==> config.mk <==
export PLATFORM = sky130hd
export DESIGN_NAME = alu_share_ctrl
export DESIGN_NICKNAME = d
export VERILOG_FILES = /design/src/rtl/alu_share_pkg.sv /design/src/rtl/rr_arb2.sv /design/src/rtl/alu_share_ctrl.sv
export SDC_FILE = /design/constraint.sdc
export NUM_CORES = 1
export LEC_CHECK = 0
export ABC_CLOCK_PERIOD_IN_PS = 1900
export CAP_MARGIN = 10
export CORE_AREA = 10 10 78 80
export DETAILED_ROUTE_END_ITERATION = 8
export DIE_AREA = 0 0 88 90
export GPL_ROUTABILITY_DRIVEN = 0
export PLACE_DENSITY = 0.88
export SYNTH_ARGS = -nofsm -noshare
export SYNTH_HDL_FRONTEND = slang
export SYNTH_SLANG_ARGS = --single-unit
==> constraint.sdc <==
create_clock -name clk -period 1.9 [get_ports clk]
set_input_delay 0.38 -clock clk [delete_from_list [all_inputs] [get_ports clk]]
set_output_delay 0.38 -clock clk [all_outputs]
set_load 0.03 [all_outputs]
==> src/rtl/alu_share_pkg.sv <==
// Shared types and constants for the two-requester ALU sharing controller.
package alu_share_pkg;

  typedef enum logic [1:0] {S_IDLE, S_EXEC, S_RESP} share_state_t;

  // Bit positions inside the {Z,N,V,C} flag nibble.
  localparam int unsigned FLAG_Z = 3;
  localparam int unsigned FLAG_N = 2;
  localparam int unsigned FLAG_V = 1;
  localparam int unsigned FLAG_C = 0;

  localparam int unsigned OP_W   = 4;
  localparam int unsigned FLAG_W = 4;

endpackage

==> src/rtl/rr_arb2.sv <==
// Two-way combinational round-robin arbiter; on a tie the requester that was not
// granted last wins.
module rr_arb2 (
  input  logic [1:0] req,
  input  logic       last_grant,
  output logic [1:0] gnt,
  output logic       gnt_id
);

  always_comb begin
    gnt    = 2'b00;
    gnt_id = 1'b0;
    if (req == 2'b11) begin
      gnt_id = ~last_grant;
    end else begin
      gnt_id = req[1];
    end
    if (req != 2'b00) begin
      gnt = gnt_id ? 2'b10 : 2'b01;
    end
  end

endmodule

==> src/rtl/alu_share_ctrl.sv <==
// Shares one external combinational ALU between two requesters: arbitrate, register
// operands, drive the ALU for one cycle, then hold the captured response until taken.
module alu_share_ctrl
  import alu_share_pkg::*;
#(
  parameter int unsigned M     = 4,
  parameter int unsigned CNT_W = 16
) (
  input  logic                clk,
  input  logic                reset,
  input  logic [1:0]          req_valid,
  output logic [1:0]          req_ready,
  input  logic [2*M-1:0]      req_a,
  input  logic [2*M-1:0]      req_b,
  input  logic [2*OP_W-1:0]   req_op,
  output logic [1:0]          resp_valid,
  input  logic [1:0]          resp_ready,
  output logic [M-1:0]        resp_result,
  output logic [FLAG_W-1:0]   resp_flags,
  output logic [M-1:0]        alu_a,
  output logic [M-1:0]        alu_b,
  output logic [OP_W-1:0]     alu_ctrl,
  input  logic [M-1:0]        alu_result,
  input  logic [FLAG_W-1:0]   alu_flags,
  output logic [CNT_W-1:0]    ops_done
);

  share_state_t      state_q, state_d;
  logic              last_grant_q, last_grant_d;
  logic              owner_q, owner_d;
  logic [M-1:0]      a_q, a_d;
  logic [M-1:0]      b_q, b_d;
  logic [OP_W-1:0]   op_q, op_d;
  logic [1:0]        resp_valid_q, resp_valid_d;
  logic [M-1:0]      result_q, result_d;
  logic [FLAG_W-1:0] flags_q, flags_d;
  logic [CNT_W-1:0]  ops_done_q, ops_done_d;

  logic [1:0] gnt;
  logic       gnt_id;

  rr_arb2 u_arb (
    .req        (req_valid),
    .last_grant (last_grant_q),
    .gnt        (gnt),
    .gnt_id     (gnt_id)
  );

  // Gated by reset so every output reads zero while reset is held.
  assign req_ready = (!reset && state_q == S_IDLE) ? gnt : 2'b00;

  always_comb begin
    state_d      = state_q;
    last_grant_d = last_grant_q;
    owner_d      = owner_q;
    a_d          = a_q;
    b_d          = b_q;
    op_d         = op_q;
    resp_valid_d = resp_valid_q;
    result_d     = result_q;
    flags_d      = flags_q;
    ops_done_d   = ops_done_q;
    unique case (state_q)
      S_IDLE: begin
        if (req_valid != 2'b00) begin
          a_d     = gnt_id ? req_a[2*M-1:M] : req_a[M-1:0];
          b_d     = gnt_id ? req_b[2*M-1:M] : req_b[M-1:0];
          op_d    = gnt_id ? req_op[2*OP_W-1:OP_W] : req_op[OP_W-1:0];
          owner_d = gnt_id;
          state_d = S_EXEC;
        end
      end
      S_EXEC: begin
        result_d     = alu_result;
        flags_d      = alu_flags;
        resp_valid_d = owner_q ? 2'b10 : 2'b01;
        state_d      = S_RESP;
      end
      S_RESP: begin
        if (resp_ready[owner_q]) begin
          resp_valid_d = 2'b00;
          last_grant_d = owner_q;
          ops_done_d   = ops_done_q + CNT_W'(1);
          state_d      = S_IDLE;
        end
      end
      default: state_d = S_IDLE;
    endcase
  end

  always_ff @(posedge clk or posedge reset) begin
    if (reset) begin
      state_q      <= S_IDLE;
      last_grant_q <= 1'b1;
      owner_q      <= 1'b0;
      a_q          <= '0;
      b_q          <= '0;
      op_q         <= '0;
      resp_valid_q <= 2'b00;
      result_q     <= '0;
      flags_q      <= '0;
      ops_done_q   <= '0;
    end else begin
      state_q      <= state_d;
      last_grant_q <= last_grant_d;
      owner_q      <= owner_d;
      a_q          <= a_d;
      b_q          <= b_d;
      op_q         <= op_d;
      resp_valid_q <= resp_valid_d;
      result_q     <= result_d;
      flags_q      <= flags_d;
      ops_done_q   <= ops_done_d;
    end
  end

  // Operand registers feed the ALU directly, so it sees stable inputs from EXEC
  // through RESP.
  assign alu_a       = a_q;
  assign alu_b       = b_q;
  assign alu_ctrl    = op_q;
  assign resp_valid  = resp_valid_q;
  assign resp_result = result_q;
  assign resp_flags  = flags_q;
  assign ops_done    = ops_done_q;

endmodule

# == After elaboration in Yosys (flattened, before gate mapping) ==
# Index checks and enable logic that the tools add are counted.
# op_classes
muxes,14
n_bitwise,1
eq_ne,5
addsub,1
reduce_logical,9
magnitude_cmp,1
# ops
cell,n
$add 16x1->16 const B,1
$mux 2,6
$mux 4,3
$reduce_and 2->1,4
$pmux 2 s3,1
$eq 2x2->1 const B,2
$pmux 2 s2,1
$reduce_bool 2->1,2
$mux 1,3
$eq 2x1->1 const B,1
$logic_not 2->1,1
$lt 1x2->1 const B,1
$ne 2x1->1 const B,1
$ne 2x2->1 const B,1
$logic_and 1x1->1,1
$logic_not 1->1,1
$not 1->1,1
# totals
wordCells,41
inputBits,38
ff_bits,42
output_inout_bits,40

# == Logic depth before layout (Yosys ltp) ==
# Gate-level depths: netlist of the first run.
# depth
ltp_word,5
mapped_depth,5
mapped_depth_nobuf,5

# == Cells and area by module ==
# Synthesis of the first run repeated with hierarchy kept, for this count alone.
# hier_totals
cells_unflattened,178
hier_area_um2,1851.8
# by_module_without_submodules
module,n_inst,area_per_inst_um2,seq_area_each_um2,cells_per_inst
alu_share_ctrl,1,1825.5,1052.3,174
rr_arb2,1,26.3,0.0,4

# == Worst setup path after synthesis of the first run ==
# Ideal clock, no wire load.
# synth_timing
path_kind,input -> output
from,input req_valid[1]
to,output req_ready[1]
setup_slack_ns,-0.516
cell_stages,3
path_buffers,1
t_required_ns,1.520
arrival_ns,2.036
cell_sequence,a21boi_2 -> buf_2 -> nor4b_1
# synth_between
elab_chain_cells,5
word_cells_on_any_way,6
classes_between,eq/ne: 1; mux: 4; reduce/logical: 1
# synth_rtl
item,line_no,text
"start, declared",alu_share_ctrl.sv:11,"input logic [1:0] req_valid,"
$eq 2x2->1,rr_arb2.sv:13,if (req == 2'b11) begin
$mux 1,rr_arb2.sv:13,
$mux 2,rr_arb2.sv:19,gnt = gnt_id ? 2'b10 : 2'b01;
$mux 2 (*),rr_arb2.sv:18,if (req != 2'b00) begin
$mux 2 (*),alu_share_ctrl.sv:50,assign req_ready = (!reset && state_q == S_IDLE) ? gnt : 2'b00;
"end, declared",alu_share_ctrl.sv:12,"output logic [1:0] req_ready,"
# Every way passes the cells marked *; elsewhere a longest branch is shown, timed or not.

# == Final worst setup path of the first run ==
# layout_timing
from,"register ops_done_q[2], in the netlist ops_done[2]"
to,output ops_done[2]
# layout_lines
item,line_no,text
"start, declared",alu_share_ctrl.sv:37,"logic [CNT_W-1:0] ops_done_q, ops_done_d;"
"start signal, assigned",alu_share_ctrl.sv:113,ops_done_q <= ops_done_d;
"end, declared",alu_share_ctrl.sv:25,output logic [CNT_W-1:0] ops_done
# No word-level cell between the ends.

==> flow_summary.json, run 1 <==
{
  "ios": 78,
  "fin_util_pct": 62.29,
  "track_usage_pct": 12.57,
  "seq_power_share_pct": 35.5,
  "swShare_pct": 40.98,
  "final.fill_count": 373,
  "hpwl_um": 3819,
  "grt_pass1_wl_um": 7928,
  "synth_nets": 212,
  "area.sequential_um2": 1052,
  "fin_cells": 316,
  "rsz0062_at_grt": "false",
  "fin_ws_ps": 70.81,
  "critical-path-max-stage-delay_ps": 720,
  "layout_min_cycle_time_ps": 1829,
  "clock.fmax_mhz": 546.7,
  "synth.avg_cell_area_um2": 10.62,
  "dp_cells": 308,
  "multi_input_comb_area_um2": 785.8,
  "grt-ovfl-total": 0,
  "ant_nets": 0,
  "drive_gt1_share_pct": 11.07,
  "period_share_pct": 96.27,
  "grt_max_degree": 33,
  "ys_async_sr_fraction_pct": 100.0,
  "synthDistinctLibCells": 29,
  "tightest_slew_ps": 440.3,
  "max-slew-margin-rel_pct": 70.42,
  "maxCapViolations": 0,
  "cts_max_level": 2,
  "synth_top_area_share_pct": 55.82,
  "cts-root-buf": "clkbuf_8",
  "routed_wirelength_um": 4784,
  "timing_hold_violations_final": 0,
  "critical-path-slowest-cell": "clkdlybuf4s50_1",
  "power.internal_uw": 2494,
  "crit_path_end_kind": "output pin",
  "drcViolationCount": 0,
  "io_buffers": 77,
  "yosys-top-cells-count": "41 x dfrtp_1, 32 x nand2_1, 17 x nor2_1, 14 x a21oi_1, 12 x mux2i_1",
  "yosysSeqAreaShare_pct": 57.25,
  "cp_max_fo": 6,
  "clock_power_share_pct": 16.3,
  "synth_area_leaders": "dfrtp_1 56%, mux2i_1 6.5%, nand2_1 6.5%, a21oi_1 3.8%, xnor2_1 3.8%",
  "p_switching_uw": 1732,
  "wl_per_cell_um": 15.14,
  "p_per_area_nw_per_um2": 1476,
  "drtPass1Iterations": 4,
  "cts.clk_slew.worst_paths_ps": 80,
  "vias": 1534,
  "p_leak_uw": 0.001247,
  "grtUsageMet3_pct": 7.220,
  "slew_viol_final": 0,
  "cp.required_ps": 1520,
  "path_buf_inv": 1,
  "die_w_um": 88,
  "synth_edf_count": 0,
  "netlist_area_um2": 1838,
  "cp_data_arrival_time_ps": 1450,
  "finalPower_uw": 4226,
  "grt_busiest_layer": "met2",
  "preCtsSetupSlack_ps": -41.83,
  "cts_setup_buffers": 0,
  "grt_pass1_vias": 1627,
  "postPlaceCellArea_um2": 2725,
  "std_cell_rows": 25,
  "start_kind": "flop",
  "status": "complete, no violations",
  "setup_viol": 0,
  "core-area_um2": 4598,
  "antenna_found_initial": 0,
  "initial_utilization_pct": 39.97,
  "viasPerCell": 4.854,
  "path_delay_family": "buffers and inverters",
  "met1_usage_pct": 12.55,
  "numClockSinks": 42,
  "cts_tree": "yes",
  "path_cells": "clkdlybuf4s50_1",
  "fin_nets": 300,
  "antenna_cells": 0,
  "netlist_instances": 173,
  "yosysMostFrequentCell": "dfrtp_1",
  "clock_path_buffers": 2,
  "yosysWarnings": 0,
  "cts_buffers": 5,
  "drt_iter0_drc": 28,
  "peakVddDrop_uv": 1026,
  "die-area_um2": 7920,
  "final_area_um2": 2864,
  "yosys.area.top_type": "dfrtp_1",
  "clk_latency_ps": 290,
  "die_h_um": 90,
  "synth_seq_cells": 42,
  "syn_to_final_growth_pct": 55.82,
  "fin_skew_ps": 6.390,
  "yosys_most_used_dff": "dfrtp_1",
  "hold_path_class": "flop to flop",
  "grtUsageMet2_pct": 21.00,
  "comb_power_share_pct": 48.1,
  "critPathKind": "flop to output pin"
}
## logic make-up after synthesis
| group | after synthesis | share of synthesized area, % |
|---|---|---|
| AND/OR/NAND/NOR | 76 | 19.88 |
| buffers and inverters | 7 | 1.497 |
| XOR/XNOR | 15 | 7.148 |
| multiplexers | 15 | 8.509 |
| adder cells (fa/ha/maj) | 1 | 0.6806 |
| AO/OA/AOI/OAI | 17 | 5.038 |
| flip-flops | 42 | 57.25 |
## layout by cell type (no fill, tap or decap)
cell / instances
buf_4: 10
nand4_1: 5
clkbuf_8: 5
o21ai_0: 1
inv_1: 2
dlygate4sd2_1: 1
bufinv_16: 1
dfstp_2: 1
a21oi_1: 14
mux2_2: 2
nand4b_1: 1
mux2i_1: 12
a21boi_4: 1
nor3b_2: 1
nor2b_1: 3
dlymetal6s2s_1: 2
xnor2_1: 8
nand2b_1: 1
clkbuf_1: 1
o22ai_1: 1
clkdlybuf4s50_1: 72
dfrtp_1: 41
nor4b_4: 1
nor4_1: 1
buf_6: 1
nand3_1: 6
xor2_1: 7
nor3_2: 3
nand2_1: 32
nor2_1: 17
clkinvlp_4: 1
ha_1: 1
nor3_1: 3
mux2i_2: 1
or3_4: 1
nand3b_1: 1
## power by group through the flow
stage	sequential [uW]	clock [uW]	combinational [uW]
after global routing	1550	757	2210
after floorplan	2020	0	626
final	1500	690	2030
after CTS	1510	721	2060
after global placement	1490	0	2010
after detailed placement	1510	0	2050
## worst paths after layout
check | startpoint | cells past startpoint | slack [ps] | to
worst min-delay path | resp_result[2] | 2 | 480 | resp_result[2]
worst min register to register | resp_result[2] | 2 | 480 | resp_result[2]
min in group asynchronous | reset | 3 | 530 | alu_b[3]
worst max register to register | state_q[0] | 4 | 310 | ops_done[13]
worst max-delay path | ops_done[2] | 1 | 70 | ops_done[2]
max in group asynchronous | reset | 3 | 920 | last_grant_q
## per-layer routing
layer | wire length [um] | share of wire, % | vias up
met3 | 555 | 12 | 6
met4 | 59 | 1.2 | 0
li1 | - | - | 764
met1 | 1754 | 37 | 712
met2 | 2414 | 50 | 52
met5 | 0 | 0 | -
## what timing repair did
item,CTS,global route
setup endpoints to repair,1,3
gates cloned,0,0
hold buffers,0,0
resized for setup,3,4
## registers in the layout, indices dropped and copies added, names as in the netlist
register      count
alu_ctrl          4
state_q           2
alu_a             4
last_grant_q      1
resp_valid        2
resp_flags        4
alu_b             4
owner_q           1
resp_result       4
ops_done         16
## cell type report
cell class	instances	share of cell area (%)
Sequential cell	42	36.74
Timing Repair Buffer	86	29.36
Multi-Input combinational cell	124	27.44
Clock buffer	6	2.534
Tap cell	54	2.359
Clock inverter	2	1.311
Inverter	2	0.2621
## through the flow
| step | hold slack [ps] | TNS, ps |
|---|---|---|
| 6_report | 479.4 | 0 |
| 2_1_floorplan | 485.4 | -182.4 |
| 3_3_place_gp | 457.7 | -33.76 |
| 4_1_cts | 484.0 | 0 |
| 3_5_place_dp | 465.6 | -41.83 |
| 5_1_grt | 506.7 | 0 |
No activity file was read; power rests on OpenSTA's default activity.
==> run 2: changes to the inputs <==
SETUP_SLACK_MARGIN = 0.3   (was default)
SKIP_CTS_REPAIR_TIMING = 1   (was default)
TNS_END_PERCENT = 5   (was default)
==> run 2 against run 1 <==
  * Worst setup slack worse by 8.9 ps
  * Hold slack worse by 3.6 ps
  * Core utilization up 0.79 points
  * Cell count up 0.32%
  * Largest cell class unchanged
  * Sequential share of layout area down 0.37 points
  * Non-clock buffer count up 1
  * Clock skew down 0.57 ps
  * Critical path type unchanged
  * Clock-buffer cell count down 1
  * Largest power group unchanged
  * Combinational power up 2%
  * Wire length up 3.0%
  * Sequential power about the same
==> flow_summary.json, run 2 (synthesis results as in run 1) <==
{
  "status": "complete, no violations",
  "grt_pass1_wl_um": 8176,
  "grt_pass1_vias": 1639,
  "period_share_pct": 96.74,
  "maxCapViolations": 0,
  "die_h_um": 90,
  "grt_max_degree": 27,
  "power.internal_uw": 2521,
  "mostFrequentLayoutCells": "72 x clkdlybuf4s50_1, 39 x dfrtp_1, 32 x nand2_1",
  "p_leak_uw": 0.001267,
  "path_buf_inv": 1,
  "cts.clk_slew.worst_paths_ps": 80,
  "ios": 78,
  "clk_latency_ps": 300,
  "slew_viol_final": 0,
  "drcViolationCount": 0,
  "max-slew-margin-rel_pct": 57.43,
  "p_switching_uw": 1789,
  "die_w_um": 88,
  "final_common_cell": "clkdlybuf4s50_1",
  "p_per_area_nw_per_um2": 1486,
  "crit_path_end_kind": "output pin",
  "ant_nets": 0,
  "vias": 1560,
  "fin_skew_ps": 5.822,
  "clock.fmax_mhz": 544.0,
  "preCtsSetupSlack_ps": -7.717,
  "rsz0062_at_grt": "true",
  "cts_buffers": 5,
  "fin_ws_ps": 61.89,
  "die-area_um2": 7920,
  "wl_per_cell_um": 15.55,
  "area.sequential_um2": 1055,
  "core-area_um2": 4598,
  "path_cells": "clkdlybuf4s50_1",
  "path_delay_family": "buffers and inverters",
  "clock_path_buffers": 2,
  "syn_to_final_growth_pct": 57.79,
  "grt_busiest_layer": "met2",
  "cts-root-buf": "clkbuf_8",
  "postPlaceCellArea_um2": 2759,
  "antenna_cells": 0,
  "swShare_pct": 41.50,
  "numClockSinks": 42,
  "setup_tns_ps": 0,
  "routed_wirelength_um": 4929,
  "critPathKind": "flop to output pin",
  "grt-ovfl-total": 0,
  "final.fill_count": 355,
  "std_cell_rows": 25,
  "cp.required_ps": 1520,
  "drtPass1Iterations": 5,
  "setup_viol": 0,
  "dp_cells": 308,
  "clock_power_share_pct": 16.6,
  "start_kind": "flop",
  "drt_iter0_drc": 51,
  "cp_max_fo": 6,
  "tightest_slew_ps": 637.2,
  "cp_data_arrival_time_ps": 1460,
  "multi_input_comb_area_um2": 798.3,
  "critical-path-slowest-cell": "clkdlybuf4s50_1",
  "cts_tree": "yes",
  "comb_power_share_pct": 48.3,
  "cts_max_level": 2,
  "viasPerCell": 4.921,
  "hold_path_class": "flop to flop",
  "grtUsageMet2_pct": 19.96,
  "critical-path-max-stage-delay_ps": 710,
  "drive_gt1_share_pct": 12.55,
  "seq_power_share_pct": 35.2,
  "antenna_found_initial": 0,
  "peakVddDrop_uv": 828.7,
  "hpwl_um": 3826,
  "fin_nets": 301,
  "initial_utilization_pct": 39.97,
  "largest_reg_flops": 16,
  "met1_usage_pct": 14.08,
  "track_usage_pct": 12.86,
  "grtUsageMet3_pct": 7.852,
  "final_area_um2": 2900,
  "io_buffers": 77,
  "timing_hold_violations_final": 0,
  "layout_min_cycle_time_ps": 1838,
  "fin_cells": 317
}
## run 2: cell types whose count changed in the layout (fill, tap and decap cells not counted), sizes merged
| cell | change |
|---|---|
| clkinv | +2 |
| buf | +1 |
| clkbuf | -1 |
| clkinvlp | -1 |
| dlygate4sd2 | -1 |
| dlymetal6s2s | +1 |
## run 2: final cells by class
cell class	instances	area share [%]
inverter	2	0.2588
timing repair buffer	87	29.64
sequential	42	36.37
clock buffer	5	2.373
clock inverter	3	1.510
tap	54	2.330
multi-input combinational	124	27.52
## run 2: metal layers
metal	routed length, um	part of all wire, %
met1	1859	38
met2	2359	48
met3	643	13
met4	67	1.4
met5	0	0
## run 2: worst reg2reg max path, stage by stage, from the launching register on
cell and delay (ps):
dfrtp_2 490, nor2b_1 260, nor2b_1 360, mux2_2 380
## run 2: power groups by stage
stage                     registers [uW]  clock network (uW)  logic (uW)
after floorplan                     2040                   0         656
after global placement              1520                   0        2030
after detailed placement            1530                   0        2070
after CTS                           1520                 733        2090
after global routing                1560                 771        2250
final                               1520                 714        2080
## run 2: path summary, 6_finish.rpt
| kind | startpoint | end | slack (ps) | depth (start not counted) |
|---|---|---|---|---|
| min in group asynchronous | reset | resp_result[0] | 610 | 3 |
| setup / recovery | ops_done[2] | ops_done[2] | 60 | 1 |
| hold / removal | ops_done[15] | ops_done[15] | 480 | 1 |
| setup reg to reg | state_q[1] | ops_done[1] | 310 | 3 |
| max in group asynchronous | reset | last_grant_q | 980 | 3 |
| hold reg to reg | ops_done[15] | ops_done[15] | 480 | 1 |
## run 2: metrics by stage
stage          power [uW]  utilization [%]  hold slack [ps]
2_1_floorplan        2697                -            485.4
3_3_place_gp         3548            60.00            457.2
3_5_place_dp         3596            60.00            464.4
4_1_cts              4339            62.45            482.8
5_1_grt              4581            63.07            493.8
6_report             4309            63.07            475.8
